**src/rtl/cnt_seq_ctrl_if.sv**
```systemverilog
// Command port of the counter sequencer: one opcode plus operand per valid/ready handshake.
// A command transfers on a rising clk edge where cmd_valid && cmd_ready; the master holds op/data stable while valid is high.
interface cnt_seq_ctrl_if #(
  parameter int WIDTH = 8
);
  logic             cmd_valid;
  logic             cmd_ready;
  logic [2:0]       cmd_op;
  logic [WIDTH-1:0] cmd_data;

  modport master (
    output cmd_valid,
    output cmd_op,
    output cmd_data,
    input  cmd_ready
  );

  modport slave (
    input  cmd_valid,
    input  cmd_op,
    input  cmd_data,
    output cmd_ready
  );
endinterface

```
**src/rtl/cnt_seq_ctrl.sv**
```systemverilog
// Command-driven sequencer for the 8-bit counter datapath: load, step, one-shot and looping runs.
// Optional sticky error flag for commands dropped while running: define CNT_SEQ_ERR_EN.
module cnt_seq_ctrl #(
  parameter int WIDTH      = 8,
  parameter int PRESCALE_W = 8
) (
  input  logic             clk,
  input  logic             rst_n,
  cnt_seq_ctrl_if.slave    cmd,
  input  logic [WIDTH-1:0] cnt_value,
  output logic             cnt_en,
  output logic             cnt_load,
  output logic [WIDTH-1:0] cnt_load_val,
  output logic             cnt_up,
  output logic             busy,
  output logic             done,
  output logic [1:0]       state
`ifdef CNT_SEQ_ERR_EN
  , output logic           err
`endif
);

  typedef enum logic [1:0] {IDLE = 2'd0, RUN = 2'd1, LOOP = 2'd2} state_e;
  typedef enum logic [2:0] {
    OP_NOP = 3'd0, OP_LOAD = 3'd1, OP_SET_LIMIT = 3'd2, OP_SET_PRESCALE = 3'd3,
    OP_RUN_ONCE = 3'd4, OP_RUN_LOOP = 3'd5, OP_STOP = 3'd6, OP_STEP = 3'd7
  } op_e;

  localparam logic [WIDTH-1:0]      ONE_W = 1;
  localparam logic [PRESCALE_W-1:0] ONE_P = 1;

  state_e                state_q, state_d;
  logic [WIDTH-1:0]      start_q, start_d;
  logic [WIDTH-1:0]      limit_q, limit_d;
  logic [PRESCALE_W-1:0] presc_q, presc_d;
  logic [PRESCALE_W-1:0] presc_cnt_q, presc_cnt_d;
  logic                  en_q, en_d;
  logic                  load_q, load_d;
  logic [WIDTH-1:0]      load_val_q, load_val_d;
  logic                  up_q, up_d;
  logic                  done_q, done_d;

  op_e                   op;
  logic                  hs;
  logic                  tick;
  logic [WIDTH-1:0]      eff_value;
  logic [PRESCALE_W-1:0] presc_data;

  assign cmd.cmd_ready = 1'b1;
  assign hs            = cmd.cmd_valid;
  assign op            = op_e'(cmd.cmd_op);

  generate
    if (PRESCALE_W > WIDTH) begin : g_presc_ext
      assign presc_data = {{(PRESCALE_W-WIDTH){1'b0}}, cmd.cmd_data};
    end else begin : g_presc_trunc
      assign presc_data = cmd.cmd_data[PRESCALE_W-1:0];
    end
  endgenerate

  // cnt_value lags our own registered step/load by one edge; compare against the value it is about to take.
  always_comb begin
    eff_value = cnt_value;
    if (load_q)    eff_value = load_val_q;
    else if (en_q) eff_value = up_q ? (cnt_value + ONE_W) : (cnt_value - ONE_W);
  end

  assign tick = (state_q != IDLE) && (presc_cnt_q == presc_q);

  always_comb begin
    state_d     = state_q;
    start_d     = start_q;
    limit_d     = limit_q;
    presc_d     = presc_q;
    presc_cnt_d = presc_cnt_q;
    en_d        = 1'b0;
    load_d      = 1'b0;
    load_val_d  = load_val_q;
    up_d        = up_q;
    done_d      = 1'b0;
    case (state_q)
      IDLE: begin
        if (hs) begin
          case (op)
            OP_LOAD: begin
              start_d    = cmd.cmd_data;
              load_d     = 1'b1;
              load_val_d = cmd.cmd_data;
            end
            OP_SET_LIMIT:    limit_d = cmd.cmd_data;
            OP_SET_PRESCALE: presc_d = presc_data;
            OP_RUN_ONCE, OP_RUN_LOOP: begin
              up_d        = cmd.cmd_data[0];
              presc_cnt_d = '0;
              state_d     = (op == OP_RUN_ONCE) ? RUN : LOOP;
            end
            OP_STEP: begin
              en_d = 1'b1;
              up_d = cmd.cmd_data[0];
            end
            default: ;
          endcase
        end
      end
      RUN, LOOP: begin
        presc_cnt_d = tick ? '0 : (presc_cnt_q + ONE_P);
        if (tick) begin
          if (eff_value != limit_q) begin
            en_d = 1'b1;
          end else if (state_q == RUN) begin
            done_d  = 1'b1;
            state_d = IDLE;
          end else begin
            load_d     = 1'b1;
            load_val_d = start_q;
          end
        end
        // STOP overrides whatever the tick decided this cycle.
        if (hs && (op == OP_STOP)) begin
          state_d    = IDLE;
          en_d       = 1'b0;
          load_d     = 1'b0;
          load_val_d = load_val_q;
          done_d     = 1'b0;
        end
      end
      default: state_d = IDLE;
    endcase
  end

  always_ff @(posedge clk) begin
    if (!rst_n) begin
      state_q     <= IDLE;
      start_q     <= '0;
      limit_q     <= '1;
      presc_q     <= '0;
      presc_cnt_q <= '0;
      en_q        <= 1'b0;
      load_q      <= 1'b0;
      load_val_q  <= '0;
      up_q        <= 1'b1;
      done_q      <= 1'b0;
    end else begin
      state_q     <= state_d;
      start_q     <= start_d;
      limit_q     <= limit_d;
      presc_q     <= presc_d;
      presc_cnt_q <= presc_cnt_d;
      en_q        <= en_d;
      load_q      <= load_d;
      load_val_q  <= load_val_d;
      up_q        <= up_d;
      done_q      <= done_d;
    end
  end

  assign cnt_en       = en_q;
  assign cnt_load     = load_q;
  assign cnt_load_val = load_val_q;
  assign cnt_up       = up_q;
  assign done         = done_q;
  assign busy         = (state_q != IDLE);
  assign state        = state_q;

`ifdef CNT_SEQ_ERR_EN
  logic err_q, err_d;

  always_comb begin
    err_d = err_q;
    if (hs) begin
      if ((state_q == IDLE) && (op == OP_NOP))
        err_d = 1'b0;
      else if ((state_q != IDLE) && (op != OP_NOP) && (op != OP_STOP))
        err_d = 1'b1;
    end
  end

  always_ff @(posedge clk) begin
    if (!rst_n) err_q <= 1'b0;
    else        err_q <= err_d;
  end

  assign err = err_q;
`endif

endmodule

```
**src/flat_wrapper.sv**
```systemverilog
// flat-port wrapper written by rule: the top's interface ports become plain ports
module cnt_seq_ctrl_flat 
#(
  parameter int WIDTH      = 8,
  parameter int PRESCALE_W = 8
)
  (clk, rst_n, cnt_value, cnt_en, cnt_load, cnt_load_val, cnt_up, busy, done, state, cmd_cmd_valid, cmd_cmd_op, cmd_cmd_data, cmd_cmd_ready);
  cnt_seq_ctrl_if #(.WIDTH(WIDTH)) cmd_i ();
  input  logic clk;
  input  logic rst_n;
  input  logic [WIDTH-1:0] cnt_value;
  output logic cnt_en;
  output logic cnt_load;
  output logic [WIDTH-1:0] cnt_load_val;
  output logic cnt_up;
  output logic busy;
  output logic done;
  output logic [1:0] state;
  input wire logic [$bits(cmd_i.cmd_valid)-1:0] cmd_cmd_valid;
  input wire logic [$bits(cmd_i.cmd_op)-1:0] cmd_cmd_op;
  input wire logic [$bits(cmd_i.cmd_data)-1:0] cmd_cmd_data;
  output wire logic [$bits(cmd_i.cmd_ready)-1:0] cmd_cmd_ready;
  assign cmd_i.cmd_valid = cmd_cmd_valid;
  assign cmd_i.cmd_op = cmd_cmd_op;
  assign cmd_i.cmd_data = cmd_cmd_data;
  assign cmd_cmd_ready = cmd_i.cmd_ready;
  cnt_seq_ctrl #(.WIDTH(WIDTH), .PRESCALE_W(PRESCALE_W)) u_core (.clk(clk), .rst_n(rst_n), .cmd(cmd_i), .cnt_value(cnt_value), .cnt_en(cnt_en), .cnt_load(cnt_load), .cnt_load_val(cnt_load_val), .cnt_up(cnt_up), .busy(busy), .done(done), .state(state));
endmodule
```
**config.mk**
```make
export PLATFORM = sky130hd
export DESIGN_NAME = cnt_seq_ctrl_flat
export DESIGN_NICKNAME = d
export VERILOG_FILES = /design/src/rtl/cnt_seq_ctrl_if.sv /design/src/rtl/cnt_seq_ctrl.sv /design/src/flat_wrapper.sv
export SDC_FILE = /design/constraint.sdc
export NUM_CORES = 1
export LEC_CHECK = 0
export ABC_AREA = 1
export BUFFER_PORTS_ARGS = -buffer_cell sky130_fd_sc_hd__clkbuf_2
export CORE_MARGIN = 1
export CORE_UTILIZATION = 55
export DETAILED_ROUTE_END_ITERATION = 10
export PLACE_DENSITY = 0.75
export SETUP_SLACK_MARGIN = 0.3
export SLEW_MARGIN = 5
export SYNTH_ARGS = -nofsm -noshare
export SYNTH_HDL_FRONTEND = slang
export SYNTH_SLANG_ARGS = --single-unit
```
**constraint.sdc**
```tcl
create_clock -name clk -period 3.1 [get_ports clk]
set_input_delay 0.465 -clock clk [delete_from_list [all_inputs] [get_ports clk]]
set_output_delay 0.465 -clock clk [all_outputs]
set_load 0.01 [all_outputs]
```
==> results of run 1 <==
==> cell families (layout without fill, tap and decap cells) <==
family	count (synthesis)	after routing	share of synthesized area (%)
other	1	1	0.131
AO/OA/AOI/OAI	62	62	12.1
buffers and inverters	65	104	9.62
adder cells (fa/ha/maj)	11	11	5.05
flip-flops	46	46	32.1
AND/OR/NAND/NOR	255	256	39.5
XOR/XNOR	5	5	1.52
==> worst register-to-register path, cell delays in order, from the launching register on <==
cell,delay (ns)
dfxtp_1,0.43
inv_1,0.07
ha_1,0.29
a21oi_1,0.15
nand4_1,0.15
nor4_4,0.40
nor2_1,0.12
inv_1,0.28
nand4_4,0.22
nor2_1,0.17
nor2_1,0.07
==> area by class of cell <==
type	instances	area (um2)	area share [%]
Inverter	54	208	6.40
Sequential cell	46	922	28.4
Timing Repair Buffer	42	225	6.94
Tap cell	67	83.8	2.58
Clock buffer	8	110	3.39
Multi-Input combinational cell	335	1700	52.3
==> layer usage <==
layer	vias to the layer above	global-route usage [%]
li1	1494	-
met1	1265	31.4
met2	71	44.3
met3	10	4.20
met4	0	6.29
met5	-	0
==> where the power goes <==
| part | switching, W | total, W | internal [W] | leakage [nW] |
|---|---|---|---|---|
| Clock | 0.000200 | 0.000425 | 0.000225 | 0.0575 |
| Combinational | 0.000523 | 0.000808 | 0.000285 | 1.25 |
| Sequential | 0.0000695 | 0.000740 | 0.000670 | 0.373 |
==> cell usage after synthesis <==
cell / instances / area share (%)
nand2_2: 7 / 1.5
nand4_1: 4 / 0.87
nand3b_1: 4 / 1.0
nor2_1: 66 / 8.6
o31ai_1: 1 / 0.26
nand3b_4: 1 / 0.70
xnor2_1: 3 / 0.91
nor2_2: 2 / 0.44
ha_1: 10 / 4.4
inv_1: 51 / 6.7
nand3_2: 3 / 1.0
clkbuf_1: 6 / 0.78
o22ai_1: 2 / 0.44
clkinv_1: 1 / 0.13
nand3_1: 27 / 4.7
a21o_1: 1 / 0.26
dfxtp_1: 46 / 32
buf_4: 1 / 0.26
nand2_1: 129 / 17
nor3b_1: 2 / 0.52
a21oi_1: 20 / 3.5
nand4_4: 1 / 0.74
or2_4: 1 / 0.30
inv_2: 1 / 0.13
o211ai_1: 5 / 1.3
and3_1: 2 / 0.44
a211oi_1: 2 / 0.52
buf_6: 3 / 1.2
buf_2: 1 / 0.17
o211a_1: 1 / 0.35
fa_1: 1 / 0.70
or2_2: 2 / 0.44
xor2_1: 2 / 0.61
a22oi_1: 1 / 0.26
nor4_4: 1 / 0.74
a21oi_2: 1 / 0.30
conb_1: 1 / 0.13
inv_6: 1 / 0.30
nor3_1: 2 / 0.35
and2_1: 1 / 0.22
o21ai_0: 28 / 4.9
==> worst min-delay path by stage <==
stage,slack (ns),depth (start not counted),end,from
final,0.43,3,u_core.cnt_up$_SDFFE_PN1P_,cmd_cmd_data[0]
after global routing,0.45,3,u_core.limit_q[1]$_SDFFE_PN1P_,cmd_cmd_data[1]
after CTS,0.43,3,u_core.cnt_up$_SDFFE_PN1P_,cmd_cmd_data[0]
after detailed placement,0.46,2,u_core.presc_q[1]$_SDFFE_PN0P_,u_core.presc_q[1]$_SDFFE_PN0P_
after global placement,0.47,2,u_core.presc_q[1]$_SDFFE_PN0P_,u_core.presc_q[1]$_SDFFE_PN0P_
after floorplan,0.45,2,u_core.presc_q[1]$_SDFFE_PN0P_,u_core.presc_q[1]$_SDFFE_PN0P_
==> sequential cells by signal, summed over array words and instances (netlist names) <==
register / flops
u_core.cnt_en: 1
u_core.start_q: 8
u_core.state: 2
u_core.presc_cnt_q: 8
u_core.cnt_load_val: 8
u_core.limit_q: 8
u_core.cnt_load: 1
u_core.presc_q: 8
u_core.done: 1
u_core.cnt_up: 1
==> metrics by stage <==
stage	total power (W)	cells
CTS	0.00195	551
finish	0.00197	552
detailed placement	0.00152	543
global route	0.00213	552
global placement	0.00151	543
floorplan	0.00132	445
==> layout by cell type (no fill, tap or decap), types with 2 or more instances in the layout <==
cell type  count
nor3_1         2
clkbuf_8       8
ha_1          10
or2_2          2
xnor2_1        3
and3_1         2
o21ai_0       28
inv_2          2
dfxtp_1       45
nor2_1        66
buf_4          6
nand3b_1       4
nor3b_1        2
nand3_1       27
nand4_4        2
inv_1         50
a21oi_1       20
xor2_1         2
nand3_2        3
o22ai_1        2
nand2_1      129
o211ai_1       5
clkbuf_2      36
nand4_1        4
nand2_2        7
a211oi_1       2
nor2_2         2
==> repair_timing <==
item                                   in CTS  in global routing
resized for setup                           0                  3
endpoints found under the hold margin       0                  0
setup endpoints to repair                   0                 10
==> impl_metrics.yaml, run 1 <==
sta:
  max_freq_mhz: 404
  tns_ns: 0
  worstMarginPinSlew_ns: 0.670
  rsz0062_at_grt: "no"
  skew_ns: 0.0121
  setup_viol: 0
  hold_viol: 0
  layout_setup_ws_ns: 0.626
  min_period_ns: 2.47
  period_share_pct: 79.8
  drv_slew: 0
  holdWs_ns: 0.426
  slew_headroom_pct: 54.8
clock_tree:
  clock_sinks: 46
  cts_buffer_depth: 2
  cts-htree-levels: 2
  hold_buffers: 0
  clk_latency_ns: 0.30
  numCtsBuffers: 5
  cts_setup_buffers: 0
  path_clk_slew_ns: 0.09
  tritoncts: "yes"
  cts_root_buf: "clkbuf_8"
critical_path:
  worstPathMaxFanout: 8
  worstSetupEndpointType: "flop"
  reg2reg_from: "u_core.state[0]$_SDFFE_PN0P_"
  reg2reg_to: "u_core.cnt_load_val[5]$_SDFFE_PN0P_"
  max_stage_delay_ns: 0.43
  path_common_cell: "nor2_1"
  crit_type: "flop to flop"
  critPathCapture: "u_core.cnt_load_val[5]$_SDFFE_PN0P_"
  arrival_ns: 2.66
  crit_slowest_cell: "dfxtp_1"
  crit_path_start_kind: "flop"
  crit_chain: "inv_1 > ha_1 > a21oi_1 > nand4_1 > nor4_4 > nor2_1 > inv_1 > nand4_4 > nor2_1 > nor2_1"
  path_depth: 10
  path_delay_family: "simple AND/OR/NAND/NOR gates"
  setup.worst_path.start: "u_core.state[0]$_SDFFE_PN0P_"
  critical_path_required_ns: 3.29
  ff2ff_path_depth: 10
  ff2ff_setup_slack_ns: 0.63
  path_buf_inv: 2
logic_synthesis:
  syn_area_per_cell_um2: 6.46
  ys_ff_latch: 46
  syn-instance-count: 445
  yosysSeqAreaShare_pct: 32.1
  synth_cell_types: 41
  synth_area_um2: 2870
  synthesis.nets: 478
  yosys_warnings: 0
floorplanning:
  die_h_um: 74.3
  io_pins: 38
  die_area_um2: 5520
  rows: 25
  core_um2: 4880
  start_util_pct: 58.9
  die_w_um: 74.3
grt:
  grt_pass1_vias: 2463
  grt-ovfl-total: 0
  grt_usage_pct: 24.9
  grt_start_max_net_pins: 25
  grt_first_pass_wirelength_um: 10700
  antenna_found_initial: 0
drt:
  wl_per_cell_um: 12.2
  drtIter0Drc: 124
  wl_met3_um: 343
  ant_nets: 0
  first_pass_iters: 5
  routed_wl_um: 6720
  remaining_drc_errors: 0
  highest_layer: "met4"
  vias: 2840
  dr_wl_met2_um: 3210
  vias_per_cell: 5.14
  wl_met1_um: 3080
run:
  cap_viol_max_count: 0
cells_and_area:
  n_fill_cell: 469
  nNetsFinal: 517
  final_area_um2: 3250
  area_growth_pct: 13.0
  utilization_pct: 66.5
  drive_gt1_share_pct: 15.3
  n_antenna_cell: 0
place:
  dp_hpwl_um: 4970
  port_buffers: 36
  placedInstanceArea_um2: 3110
  gp_congestion: 0.867
  pre_cts_ws_ns: 0.450
run_status:
  status: "completed"
pwr:
  vdd_drop_max_uv: 340
  p_per_area_nw_per_um2: 608
  p_leak_nw: 1.68
min_path:
  hold_class: "input port to flop"
No activity file was read; power rests on OpenSTA's default activity.
==> run 2: changes to the inputs <==
Settings changed: CORE_UTILIZATION 55 to 52, PLACE_DENSITY 0.75 to 0.74.
Clock period 3.1 ns to 2.05 ns, I/O delays scaled along.
==> run 2 against run 1 <==
The run now ends with negative setup slack left. First-iteration DRC count increased by 25%. Sequential power increased by 49%. Critical endpoint is now u_core.cnt_load_val[4]$_SDFFE_PN0P_. Flip-flop and latch count unchanged. Setup slack got worse by 0.97 ns.
==> impl_metrics.yaml, run 2 (synthesis gave the netlist of run 1 again) <==
run_status:
  status: "finished, violations left"
  violations: "negative setup slack"
place:
  port_buffers: 36
  gp_congestion: 0.860
  dp.cells: 568
  placedInstanceArea_um2: 3310
  dp_hpwl_um: 5220
critical_path:
  critical_path_required_ns: 2.30
  crit_path_start_kind: "flop"
  worstSetupEndpointType: "flop"
  path_delay_family: "simple AND/OR/NAND/NOR gates"
  crit_slowest_cell: "fa_2"
  arrival_ns: 2.64
  crit_chain: "inv_6 > fa_2 > nand2_2 > nand3_2 > nand2_1 > nand2_1 > nand2_1 > nor2_1 > nand2_1 > nor2_1 > nand3_1 > nor2_2 > nand2_2 > nand2_4 > nand4_4 > nand2_2 > nand2_2 > nor2_2"
  crit_type: "flop to flop"
  worstPathMaxFanout: 8
  max_stage_delay_ns: 0.53
  path_buf_inv: 1
sta:
  worstMarginPinSlew_ns: 0.643
  max_freq_mhz: 418
  rsz0062_at_grt: "yes"
  period_share_pct: 117
  skew_ns: 0.00446
  layout_setup_ws_ns: -0.344
  drv_slew: 0
  min_period_ns: 2.39
  slew_headroom_pct: 56.7
  setup_viol: 13
  hold_viol: 0
  holdWs_ns: 0.276
floorplanning:
  die_h_um: 76.3
  io_pins: 38
  start_util_pct: 55.2
  die_area_um2: 5830
  core_um2: 5200
  rows: 26
  die_w_um: 76.3
grt:
  grt_first_pass_wirelength_um: 12000
  grt_start_max_net_pins: 32
  grt_usage_pct: 25.0
  grt-ovfl-total: 0
  grt_pass1_vias: 2769
  antenna_found_initial: 0
run:
  cap_viol_max_count: 0
clock_tree:
  cts-htree-levels: 2
  path_clk_slew_ns: 0.09
  numCtsBuffers: 5
  cts_root_buf: "clkbuf_8"
  clock_sinks: 46
  cts_buffer_depth: 2
  tritoncts: "yes"
  clk_latency_ns: 0.30
drt:
  drtIter0Drc: 155
  routed_wl_um: 7170
  first_pass_iters: 4
  remaining_drc_errors: 0
  vias_per_cell: 5.06
  wl_per_cell_um: 12.2
  ant_nets: 0
  vias: 2972
cells_and_area:
  layout.cells.non_filler: 587
  area_growth_pct: 25.1
  final_area_um2: 3590
  n_antenna_cell: 0
  drive_gt1_share_pct: 25.1
  nNetsFinal: 549
  layout_commonest_cell: "nand2_1"
  final_cell_mix: "nand2_1, nor2_1, inv_1"
min_path:
  hold_class: "input port to flop"
pwr:
  p_leak_nw: 1.84
  vdd_drop_max_uv: 606
  p_per_area_nw_per_um2: 906
[run 2: cell types whose count changed in the layout (fill, tap and decap cells not counted), moves of 3 or more]
cell     before  now
o21ai_1       0    3
inv_2         2    6
dfxtp_1      45   42
inv_1        50   45
nor2_1       66   62
buf_4         6   35
a21oi_1      20   17
o21ai_0      28   24
nand2_1     129  126
[run 2: worst paths after layout]
kind	from	slack (ns)	depth (start not counted)	to
max	u_core.cnt_up$_SDFFE_PN1P_	-0.34	18	u_core.cnt_load_val[4]$_SDFFE_PN0P_
min	cmd_cmd_data[5]	0.28	3	u_core.limit_q[5]$_SDFFE_PN1P_
max reg2reg	u_core.cnt_up$_SDFFE_PN1P_	-0.34	18	u_core.cnt_load_val[4]$_SDFFE_PN0P_
min reg2reg	u_core.presc_q[1]$_SDFFE_PN0P_	0.47	2	u_core.presc_q[1]$_SDFFE_PN0P_
[run 2: power breakdown]
part,internal [W],switching [W],total [W]
registers,0.00102,0.0000882,0.00110
clock network,0.000272,0.000317,0.000589
logic,0.000646,0.000917,0.00156
[run 2: worst register-to-register path, stage by stage, from the launching register on]
cell	delay [ns]
dfxtp_4	0.37
inv_6	0.05
fa_2	0.53
nand2_2	0.05
nand3_2	0.06
nand2_1	0.05
nand2_1	0.05
nand2_1	0.04
nor2_1	0.08
nand2_1	0.06
nor2_1	0.08
nand3_1	0.09
nor2_2	0.14
nand2_2	0.10
nand2_4	0.11
nand4_4	0.16
nand2_2	0.15
nand2_2	0.06
nor2_2	0.10
[run 2: layout make-up]
| type | count | area, um2 |
|---|---|---|
| clock buffers | 6 | 82.6 |
| inverters | 54 | 213 |
| fillers | 467 | 1610 |
| well taps | 70 | 87.6 |
| repair buffers | 74 | 485 |
| multi-input cells | 335 | 1790 |
| flip-flops and latches | 46 | 928 |
| clock inverters | 2 | 11.3 |
[run 2: per-layer routing]
layer | global-route usage (%) | routed length (um)
met2 | 44.7 | 3600
met5 | 0 | 0
met4 | 7.88 | 108
met1 | 31.0 | 3220
met3 | 3.11 | 235
[run 2: repair_timing]
| item | 4_1_cts | 5_1_grt |
|---|---|---|
| hold buffers | 0 | 0 |
| pin swaps | 9 | 12 |
| endpoints found under the setup margin | 22 | 22 |
| setup buffers | 7 | 3 |
| gates cloned | 1 | 0 |
| gates resized for setup | 17 | 15 |
[run 2: through the flow]
step | setup slack, ns | power (W) | utilization [%] | setup TNS [ns]
2_1_floorplan | -0.160 | 0.00202 | - | -1.33
3_3_place_gp | -0.343 | 0.00242 | 63.6 | -3.49
3_5_place_dp | -0.407 | 0.00245 | 63.6 | -4.09
4_1_cts | -0.301 | 0.00319 | 67.8 | -3.15
5_1_grt | -0.542 | 0.00348 | 69.1 | -5.85
6_report | -0.344 | 0.00326 | 69.1 | -3.52
